[config.mk]
export PLATFORM = sky130hd
export DESIGN_NAME = lut_layer_scheduler
export DESIGN_NICKNAME = d
export VERILOG_FILES = /design/src/rtl/lut_sched_pkg.sv /design/src/rtl/lut_tt_ram.sv /design/src/rtl/lut_layer_scheduler.sv
export SDC_FILE = /design/constraint.sdc
export NUM_CORES = 2
export LEC_CHECK = 0
export ABC_AREA = 1
export CORE_ASPECT_RATIO = 0.75
export CORE_MARGIN = 4
export CORE_UTILIZATION = 54
export CTS_CLUSTER_DIAMETER = 50
export DETAILED_ROUTE_END_ITERATION = 10
export PLACE_DENSITY = 0.75
export SYNTH_ARGS = -nofsm -noshare
export SYNTH_HDL_FRONTEND = slang
export SYNTH_SLANG_ARGS = --single-unit
[constraint.sdc]
create_clock -name clk -period 5 [get_ports clk]
set_clock_uncertainty 0.1 [all_clocks]
set_input_delay 0.5 -clock clk [delete_from_list [all_inputs] [get_ports clk]]
set_output_delay 0.5 -clock clk [all_outputs]
set_load 0.005 [all_outputs]
[src/rtl/lut_sched_pkg.sv]
// Shared sizing, FSM state type and address-gather helper for the LUT layer scheduler.
package lut_sched_pkg;

   localparam int N_IN     = 32;
   localparam int IN_W     = 2;
   localparam int FAN_IN   = 3;
   localparam int N_NEU    = 16;
   localparam int OUT_W    = 2;

   localparam int AW       = FAN_IN * IN_W;
   localparam int NEU_W    = $clog2(N_NEU);
   localparam int SEL_W    = $clog2(N_IN);
   localparam int TT_DEPTH = N_NEU << AW;
   localparam int TT_AW    = NEU_W + AW;
   localparam int CN_N     = N_NEU * FAN_IN;
   localparam int CN_AW    = $clog2(CN_N);
   // One extra bit so out-of-range feature indices can be presented and rejected.
   localparam int CN_DW    = $clog2(N_IN + 1);

   typedef enum logic [1:0] {
      IDLE = 2'd0,
      EVAL = 2'd1,
      DONE = 2'd2
   } state_e;

   // Concatenate the selected features; slot 0 lands in the LSBs of the address.
   function automatic logic [AW-1:0] build_addr(input logic [N_IN*IN_W-1:0]     vec,
                                                input logic [FAN_IN*SEL_W-1:0] sel);
      logic [AW-1:0] a;
      a = '0;
      for (int s = 0; s < FAN_IN; s++) begin
         a[s*IN_W +: IN_W] = vec[int'(sel[s*SEL_W +: SEL_W])*IN_W +: IN_W];
      end
      return a;
   endfunction

endpackage

[src/rtl/lut_tt_ram.sv]
// Truth-table storage: one write port, one registered read port, no reset on contents.
module lut_tt_ram
   import lut_sched_pkg::*;
#(
   parameter int DEPTH  = TT_DEPTH,
   parameter int WIDTH  = OUT_W,
   parameter int ADDR_W = TT_AW
) (
   input  logic              clk_i,
   input  logic              we_i,
   input  logic [ADDR_W-1:0] waddr_i,
   input  logic [WIDTH-1:0]  wdata_i,
   input  logic              re_i,
   input  logic [ADDR_W-1:0] raddr_i,
   output logic [WIDTH-1:0]  rdata_o
);

   (* ram_style = "distributed" *) logic [WIDTH-1:0] mem_q [DEPTH];
   logic [WIDTH-1:0] rdata_q;

   // Write and synchronous read; contents intentionally survive reset.
   always_ff @(posedge clk_i) begin
      if (we_i) begin
         mem_q[waddr_i] <= wdata_i;
      end
      if (re_i) begin
         rdata_q <= mem_q[raddr_i];
      end
   end

   assign rdata_o = rdata_q;

endmodule

[src/rtl/lut_layer_scheduler.sv]
// Evaluates the neurons of one LogicNets layer in turn through a shared, runtime-loadable truth table.
module lut_layer_scheduler
   import lut_sched_pkg::*;
(
   input  logic                   clk,
   input  logic                   rst_n,
   input  logic                   in_valid,
   output logic                   in_ready,
   input  logic [N_IN*IN_W-1:0]   in_data,
   output logic                   out_valid,
   input  logic                   out_ready,
   output logic [N_NEU*OUT_W-1:0] out_data,
   input  logic                   tt_we,
   input  logic [TT_AW-1:0]       tt_addr,
   input  logic [OUT_W-1:0]       tt_wdata,
   input  logic                   cn_we,
   input  logic [CN_AW-1:0]       cn_addr,
   input  logic [CN_DW-1:0]       cn_wdata,
   output logic                   busy,
   output logic                   cfg_err
);

   state_e                  state_q, state_d;
   logic [NEU_W-1:0]        cnt_q, cnt_d;
   logic                    issue_q, issue_d;
   logic                    cfg_err_q, cfg_err_d;

   logic                    vld_p1_q;
   logic [NEU_W-1:0]        idx_p1_q;
   logic                    last_p2_q;
   logic [N_NEU*OUT_W-1:0]  out_q;

   logic [N_IN*IN_W-1:0]    vec_q;
   logic [SEL_W-1:0]        cn_q [CN_N];

   logic                    idle;
   logic                    accept;
   logic                    cn_bad;
   logic                    tt_wr;
   logic                    cn_wr;
   logic [FAN_IN*SEL_W-1:0] sel;
   logic [AW-1:0]           addr;
   logic [OUT_W-1:0]        tt_rdata;

   assign idle   = (state_q == IDLE);
   assign accept = idle && in_valid;

   // Config writes are legal only while no vector is in flight; bad feature or slot indices are dropped.
   always_comb begin
      cn_bad    = (int'(cn_wdata) >= N_IN) || (int'(cn_addr) >= CN_N);
      tt_wr     = tt_we && idle;
      cn_wr     = cn_we && idle && !cn_bad;
      cfg_err_d = ((tt_we || cn_we) && !idle) || (cn_we && idle && cn_bad);
   end

   // Gather the connectivity entries of the neuron being issued and form its table address.
   always_comb begin
      logic [CN_AW-1:0] ci;
      sel = '0;
      ci  = '0;
      for (int s = 0; s < FAN_IN; s++) begin
         ci = CN_AW'(int'(cnt_q) * FAN_IN + s);
         sel[s*SEL_W +: SEL_W] = cn_q[ci];
      end
      addr = build_addr(vec_q, sel);
   end

   lut_tt_ram #(
      .DEPTH  (TT_DEPTH),
      .WIDTH  (OUT_W),
      .ADDR_W (TT_AW)
   ) u_tt_ram (
      .clk_i   (clk),
      .we_i    (tt_wr),
      .waddr_i (tt_addr),
      .wdata_i (tt_wdata),
      .re_i    (issue_q),
      .raddr_i ({cnt_q, addr}),
      .rdata_o (tt_rdata)
   );

   // Next-state logic: one neuron issued per EVAL cycle, DONE once the last result has landed.
   always_comb begin
      state_d = state_q;
      cnt_d   = cnt_q;
      issue_d = issue_q;
      unique case (state_q)
         IDLE: begin
            if (in_valid) begin
               state_d = EVAL;
               cnt_d   = '0;
               issue_d = 1'b1;
            end
         end
         EVAL: begin
            if (issue_q) begin
               cnt_d = cnt_q + 1'b1;
               if (cnt_q == NEU_W'(N_NEU - 1)) begin
                  issue_d = 1'b0;
               end
            end
            if (last_p2_q) begin
               state_d = DONE;
            end
         end
         DONE: begin
            if (out_ready) begin
               state_d = IDLE;
            end
         end
         default: begin
            state_d = IDLE;
            issue_d = 1'b0;
         end
      endcase
   end

   // FSM, issue counter and error-pulse registers.
   always_ff @(posedge clk or negedge rst_n) begin
      if (!rst_n) begin
         state_q   <= IDLE;
         cnt_q     <= '0;
         issue_q   <= 1'b0;
         cfg_err_q <= 1'b0;
      end else begin
         state_q   <= state_d;
         cnt_q     <= cnt_d;
         issue_q   <= issue_d;
         cfg_err_q <= cfg_err_d;
      end
   end

   // Stage p0 -> p1: table read issued; p1 -> p2: result written into its output slot.
   always_ff @(posedge clk or negedge rst_n) begin
      if (!rst_n) begin
         vld_p1_q  <= 1'b0;
         last_p2_q <= 1'b0;
         out_q     <= '0;
      end else begin
         vld_p1_q  <= issue_q;
         last_p2_q <= vld_p1_q && (idx_p1_q == NEU_W'(N_NEU - 1));
         if (vld_p1_q) begin
            out_q[int'(idx_p1_q)*OUT_W +: OUT_W] <= tt_rdata;
         end
      end
   end

   // Neuron index travelling alongside the pending table read.
   always_ff @(posedge clk) begin
      if (issue_q) begin
         idx_p1_q <= cnt_q;
      end
   end

   // Input vector capture on the accepting edge.
   always_ff @(posedge clk) begin
      if (accept) begin
         vec_q <= in_data;
      end
   end

   // Connectivity table; contents survive reset.
   always_ff @(posedge clk) begin
      if (cn_wr) begin
         cn_q[cn_addr] <= cn_wdata[SEL_W-1:0];
      end
   end

   assign in_ready  = idle;
   assign busy      = !idle;
   assign out_valid = (state_q == DONE);
   assign out_data  = out_q;
   assign cfg_err   = cfg_err_q;

endmodule

# Word-level counts from Yosys, hierarchy flattened
# Memory sizes are Yosys's and may differ from the RTL's. A register that Yosys moved wholly into a read port is not among the register bits.
# Index checks and enable logic that the tools add are counted.
[classes]
n_mux = 16
mul = 1
order_cmp = 2
n_reduce_logical = 17
n_bitwise = 1
n_eq_ne = 8
shift = 5
div = 0
addsub = 4
[ops]
columns = ["cell", "count"]
rows = [
  ["64-bit by 7-bit indexed part select with 2-bit output", 3],
  ["5-bit negator with 33-bit output", 1],
  ["2-bit by 33-bit variable shift with 32-bit output, first input constant", 1],
  ["2-bit by 33-bit indexed part select with 32-bit output", 1],
  ["32-bit bitwise mux", 1],
  ["6-bit by 2-bit adder with 6-bit output, second input constant", 2],
  ["6-bit >= comparator, second input constant", 2],
  ["4-bit equality test, second input constant", 2],
  ["4-bit 2-to-1 mux", 2],
  ["4-bit case mux with 2 select lines", 1],
  ["1-bit logical AND", 7],
  ["1-bit 2-to-1 mux", 7],
  ["4-bit by 2-bit multiplier with 6-bit output, second input constant", 1],
  ["2-bit 2-to-1 mux", 3],
  ["2-bit != test, second input constant", 3],
  ["2-bit case mux with 3 select lines", 1],
  ["3-bit AND reduction", 2],
  ["4-bit by 1-bit adder with 4-bit output, second input constant", 1],
  ["1-bit logical OR", 3],
  ["1-bit case mux with 3 select lines", 1],
  ["2-bit by 1-bit equality test with 1-bit output, second input constant", 1],
  ["2-bit equality test, second input constant", 1],
  ["1-bit logical NOT", 2],
  ["2-bit logical NOT", 1],
  ["other kinds (4)", 4],
]
[word_totals]
latch_bits = 0
n_memories = 2
reg_bits = 110
elab_cells = 65
mem_bits_ro = 0
inputBits = 94
output_inout_bits = 36
ramBits = 2288
[mem_list]
columns = ["name", "words", "word_bits", "read_ports", "rd_ports_with_merged_regs", "write_ports", "line", "source"]
rows = [
  ["u_tt_ram.mem_q", 1024, 2, 1, 1, 1, "lut_tt_ram.sv:18", "(* ram_style = \"distributed\" *) logic [WIDTH-1:0] mem_q [DEPTH];"],
  ["cn_q", 48, 5, 3, 0, 1, "lut_layer_scheduler.sv:34", "logic [SEL_W-1:0] cn_q [CN_N];"],
]

# Longest topological paths before layout
[depth]
depth_word = 6
ltp_mapped = 40
mapped_depth_nobuf = 32

# Hierarchy
# From an unflattened synthesis, not the netlist that was laid out.
[unflattened]
cells_unflattened = 10462
hier_area_um2 = 107094.0
[by_module_without_submodules]
columns = ["mod", "cells_each", "instances", "area_each_um2", "seq_area_each_um2"]
rows = [
  ["lut_tt_ram", 7976, 1, 86973.4, 61559.0],
  ["lut_layer_scheduler", 2486, 1, 20120.5, 10299.9],
]

# Worst setup path before layout
# OpenSTA, ideal clock, no wires.
[synth_timing]
kind = "reg2reg"
start = "register cnt_q[1]"
end = "register u_tt_ram.rdata_q[1] (netlist: u_tt_ram.rdata_o[1]), read port of u_tt_ram.mem_q, data pin"
period_less_slack_ns = 5.267
t_required_ns = 4.647
path_buffers = 11
setup_time_ns = 0.253
path_slack_ns = -0.267
arrival_ns = 4.914
path_stages_with_launch = 35
path_cell_list = "dfrtp_1 > buf_2 > inv_2 > ha_1 > inv_2 > buf_2 > buf_4 > buf_4 > buf_4 > buf_2 > buf_2 > ha_1 > inv_1 > clkbuf_1 > clkbuf_1 > a21oi_1 > a32o_1 > o21ai_0 > o21ai_0 > nand2_1 > nand2_1 > inv_1 > nand3_1 > nand3_1 > nand2_1 > o21ai_1 > buf_2 > buf_2 > nand3_1 > nand3_1 > nand3_1 > nand3_1 > nand3_1 > nand3_1 > nand2_1"
[synth_between]
elab_chain_cells = 4
word_cells_on_any_way = 7
cone_classes = "add/sub (2); mul (1); shift (3); memory (1)"
[synth_rtl]
columns = ["item", "line", "source"]
rows = [
  ["from (decl)", "lut_layer_scheduler.sv:24", "logic [NEU_W-1:0] cnt_q, cnt_d;"],
  ["from (signal assigned)", "lut_layer_scheduler.sv:127", "cnt_q <= cnt_d;"],
  ["4-bit by 2-bit multiplier with 6-bit output", "lut_layer_scheduler.sv:62", "ci = CN_AW'(int'(cnt_q) * FAN_IN + s);"],
  ["6-bit by 2-bit adder with 6-bit output", "lut_layer_scheduler.sv:62", ""],
  ["memory 48 x 5 bit", "--", ""],
  ["64-bit by 7-bit indexed part select with 2-bit output", "lut_sched_pkg.sv:32", "a[s*IN_W +: IN_W] = vec[int'(sel[s*SEL_W +: SEL_W])*IN_W +: IN_W];"],
  ["to (decl)", "lut_tt_ram.sv:19", "logic [WIDTH-1:0] rdata_q;"],
]
# Parallel ways exist; a longest one is shown, timed or not.
# A chain may end at the register's enable or synchronous reset.

# Final worst setup path
[layout_timing]
start = "register cnt_q[1]"
end = "register u_tt_ram.rdata_q[0] (netlist: u_tt_ram.rdata_o[0]), read port of u_tt_ram.mem_q, data pin"
# Same word-level chain as after synthesis.

==> reports/results.ini <==
[sta]
clock.fmax_ghz=0.180
rsz0062_at_grt=yes
slew_viol_final=0
tightestPinTransition_ps=1260
min_period_ps=5560
hold_violations=0
setup_viol=2
timing.final.ws_setup_ps=-556
maxSlewHeadroom=0.159
fin_crit_sh=1.11
worst_hold_slack_ps=82.9

[hold_path]
min-delay-start=tt_wdata[1]
worstHoldPathType=in -> reg
worstHoldEndpoint=u_tt_ram.mem_q[307][1]$_DFFE_PP_
hold_depth=1

[placed_design]
place_inst=13600
dp_hpwl_um=202000
dpl_cell_area_mm2=0.118
gp_congestion=0.968
port_buffers=129

[yosys]
synth-compound-area-share=0.0541
yosys_warnings=0
synthArstFlopShare=0.0175
ys.flop_type=edfxtp_1
syn-instance-count=10900
synth_top_cell_by_area=edfxtp_1
synth.top_cell.area_share=0.640
synth_nets=11000
synth_cell_types=53
ys_ff_latch=2400
synth-xor-area-share=0.000543
synth.area.mux_share=0.00136
synthesis.area_mm2=0.111
synth_top_family_by_area=simple AND/OR/NAND/NOR gates
synthAdderAreaFrac=0.00120
post_synth.cell_area_avg_um2=10.1
yosys-top-cells-area=edfxtp_1 64%, nand2_1 9.2%, nand3_1 7.1%
synth_enable_flop_cells=2358
synthSimpleGateAreaFrac=0.226
ys_seq_area_frac=0.650

[worst_setup_path]
start_kind=flop
slowest_delay_ps=410
reg2reg_from=cnt_q[1]$_DFFE_PN0P_
crit_path_top_delay_cell=dfrtp_2
rrSetupSlack_ps=-560
r2r-end=u_tt_ram.rdata_o[0]$_DFFE_PP_
crit_fanout=13
critical_path_class=reg -> reg
end_kind=flop
crit_arrival_ps=6100
required_ps=5550
reg2regPathDepth=33

[status]
violations=setup timing
outcome=complete, but fails checks

[routing]
drt_iter0_markers=14700
wl_per_cell_um=25.1
drt_first_pass_iters=7
wirelength_um=356000
vias=87600
drc=0
postRouteAntennaNets=0
viasPerCell=6.19

[grt]
grt_pass1_wl_um=522000
grtUsageTotal=0.328
grt.overflow.total=0
grt_pass1_vias=82900
grt_start_max_net_pins=190
antenna_found_initial=7

[floorplan]
coreArea_mm2=0.203
start_util=0.545
die_w_um=531
row_count=143
die_h_um=400
die-area_mm2=0.212
io-pin-count=130

[clocking]
cts.htree.levels=4
cts_inserted_buffers=227
insertion_delay_ps=880
path_clk_slew_ps=70
max-clock-path-buffers=4
root_buffer=clkbuf_16
clock-sinks=2400
cts_tree=done

[finish]
fin_cells=14100
utilization=0.637
drive_above_1_share=0.121
nNetsFinal=11400
syn2layout_area_growth_pct=16.9
fin_area_mm2=0.129

[run]
cap_violations=0

what timing repair did:
item                                    4_1_cts  5_1_grt
pin swaps                                    74       15
endpoints found under the setup margin        2        2
gates resized for setup                     339       52
buffers inserted                             71        5
hold endpoints to repair                     42        0
cloned                                       39        2
hold buffers                                  1        0
layer usage:
| layer | track usage | vias up | part of all wire |
|---|---|---|---|
| met4 | 0.152 | 6 | 0.053 |
| li1 | - | 38100 | - |
| met1 | 0.452 | 41700 | 0.36 |
| met2 | 0.484 | 6573 | 0.43 |
| met5 | 0 | - | 0.00012 |
| met3 | 0.0933 | 1177 | 0.15 |
registers in the layout, summed over array words and instances (netlist names):
| signal | count |
|---|---|
| u_tt_ram.mem_q | 2048 |
| last_p2_q | 1 |
| vld_p1_q | 1 |
| cn_q | 240 |
| cfg_err | 1 |
| u_tt_ram.rdata_o | 2 |
| state_q | 2 |
| out_data | 32 |
| cnt_q | 4 |
| vec_q | 64 |
| idx_p1_q | 4 |
| issue_q | 1 |
cell usage after synthesis (3+ instances only):
cell / instances
nand3_2: 3
a211oi_1: 10
buf_4: 104
o21ai_0: 208
nand4_1: 3
o221ai_1: 16
nand3b_1: 260
buf_2: 386
inv_1: 896
a31oi_1: 3
dfrtp_1: 42
nand2_2: 8
nor3_1: 20
or2_2: 6
clkbuf_1: 271
edfxtp_1: 2358
o211ai_1: 381
ha_1: 9
a2bb2oi_1: 3
nand2_1: 2724
a21oi_1: 80
or2_1: 3
mux2i_1: 15
xor2_1: 4
o22ai_1: 88
inv_2: 14
nand3_1: 1579
o31ai_1: 3
buf_6: 17
o2111ai_1: 7
o21ai_1: 128
nor2_1: 1230
o21a_1: 3
buf_1: 28
kinds of logic (layout without fill, tap and decap cells):
| kind of cell | Yosys count | in the layout |
|---|---|---|
| adders and majority gates | 10 | 10 |
| muxes | 15 | 15 |
| DFF | 2400 | 2400 |
| and+or+nand+nor | 5840 | 5840 |
| xor gates and xnor gates | 6 | 6 |
| other | 0 | 4 |
| buffers and inverters | 1720 | 2248 |
| AOI/OAI and AO/OA | 943 | 943 |
cells in the final DEF (no fill, tap or decap), drive strengths merged, types with 14 or more instances in the layout:
cell	Yosys	routed
edfxtp	2358	2358
o21ai	336	336
nor3	20	20
a21oi	80	80
clkbuf	272	283
nand3	1582	1582
clkinv	2	94
dfrtp	42	42
bufinv	0	14
nor2	1230	1230
o221ai	16	16
nand2	2732	2732
o22ai	88	88
inv	911	923
clkdlybuf4s50	0	126
mux2i	15	15
nand3b	260	260
o211ai	381	381
buf	535	776
bufbuf	0	22
metrics by stage:
step	worst slack [ps]	setup TNS [ps]
after global placement	-1160	-2300
after detailed placement	-1200	-2370
after global routing	-644	-1230
final	-556	-1100
after CTS	-291	-581
after floorplan	0.838	0
worst max-delay path: cells and delay by family (launching register included):
family	cells	cell delay, ps
fa+ha+maj	1	270
flops	1	410
simple gates	14	1810
compound gates	3	600
mux	1	140
buf+inv	14	1930
layout make-up:
cell class              instances  area [µm²]
inverters                     913        3480
repair buffers                927       10800
multi-input cells            6814       32800
clock inverters               126        1070
clock buffers                 281        5970
fillers                     15000       73800
diodes                          4        10.0
well taps                    2682        3360
repair inverters                1        8.76
flip-flops and latches       2400       71900
how the worst max path moves through the flow:
| stage | depth (start not counted) | end | start |
|---|---|---|---|
| floorplan | 38 | u_tt_ram.rdata_o[0]$_DFFE_PP_ | cnt_q[1]$_DFFE_PN0P_ |
| global placement | 29 | u_tt_ram.rdata_o[0]$_DFFE_PP_ | cnt_q[0]$_DFFE_PN0P_ |
| detailed placement | 29 | u_tt_ram.rdata_o[1]$_DFFE_PP_ | cnt_q[0]$_DFFE_PN0P_ |
| CTS | 36 | u_tt_ram.rdata_o[0]$_DFFE_PP_ | cnt_q[1]$_DFFE_PN0P_ |
| global route | 34 | u_tt_ram.rdata_o[0]$_DFFE_PP_ | cnt_q[0]$_DFFE_PN0P_ |
| finish | 33 | u_tt_ram.rdata_o[0]$_DFFE_PP_ | cnt_q[1]$_DFFE_PN0P_ |
Power is left out: the tool's default activity adds up to more than one toggle a clock period on the data nets, which glitch-free logic cannot reach.
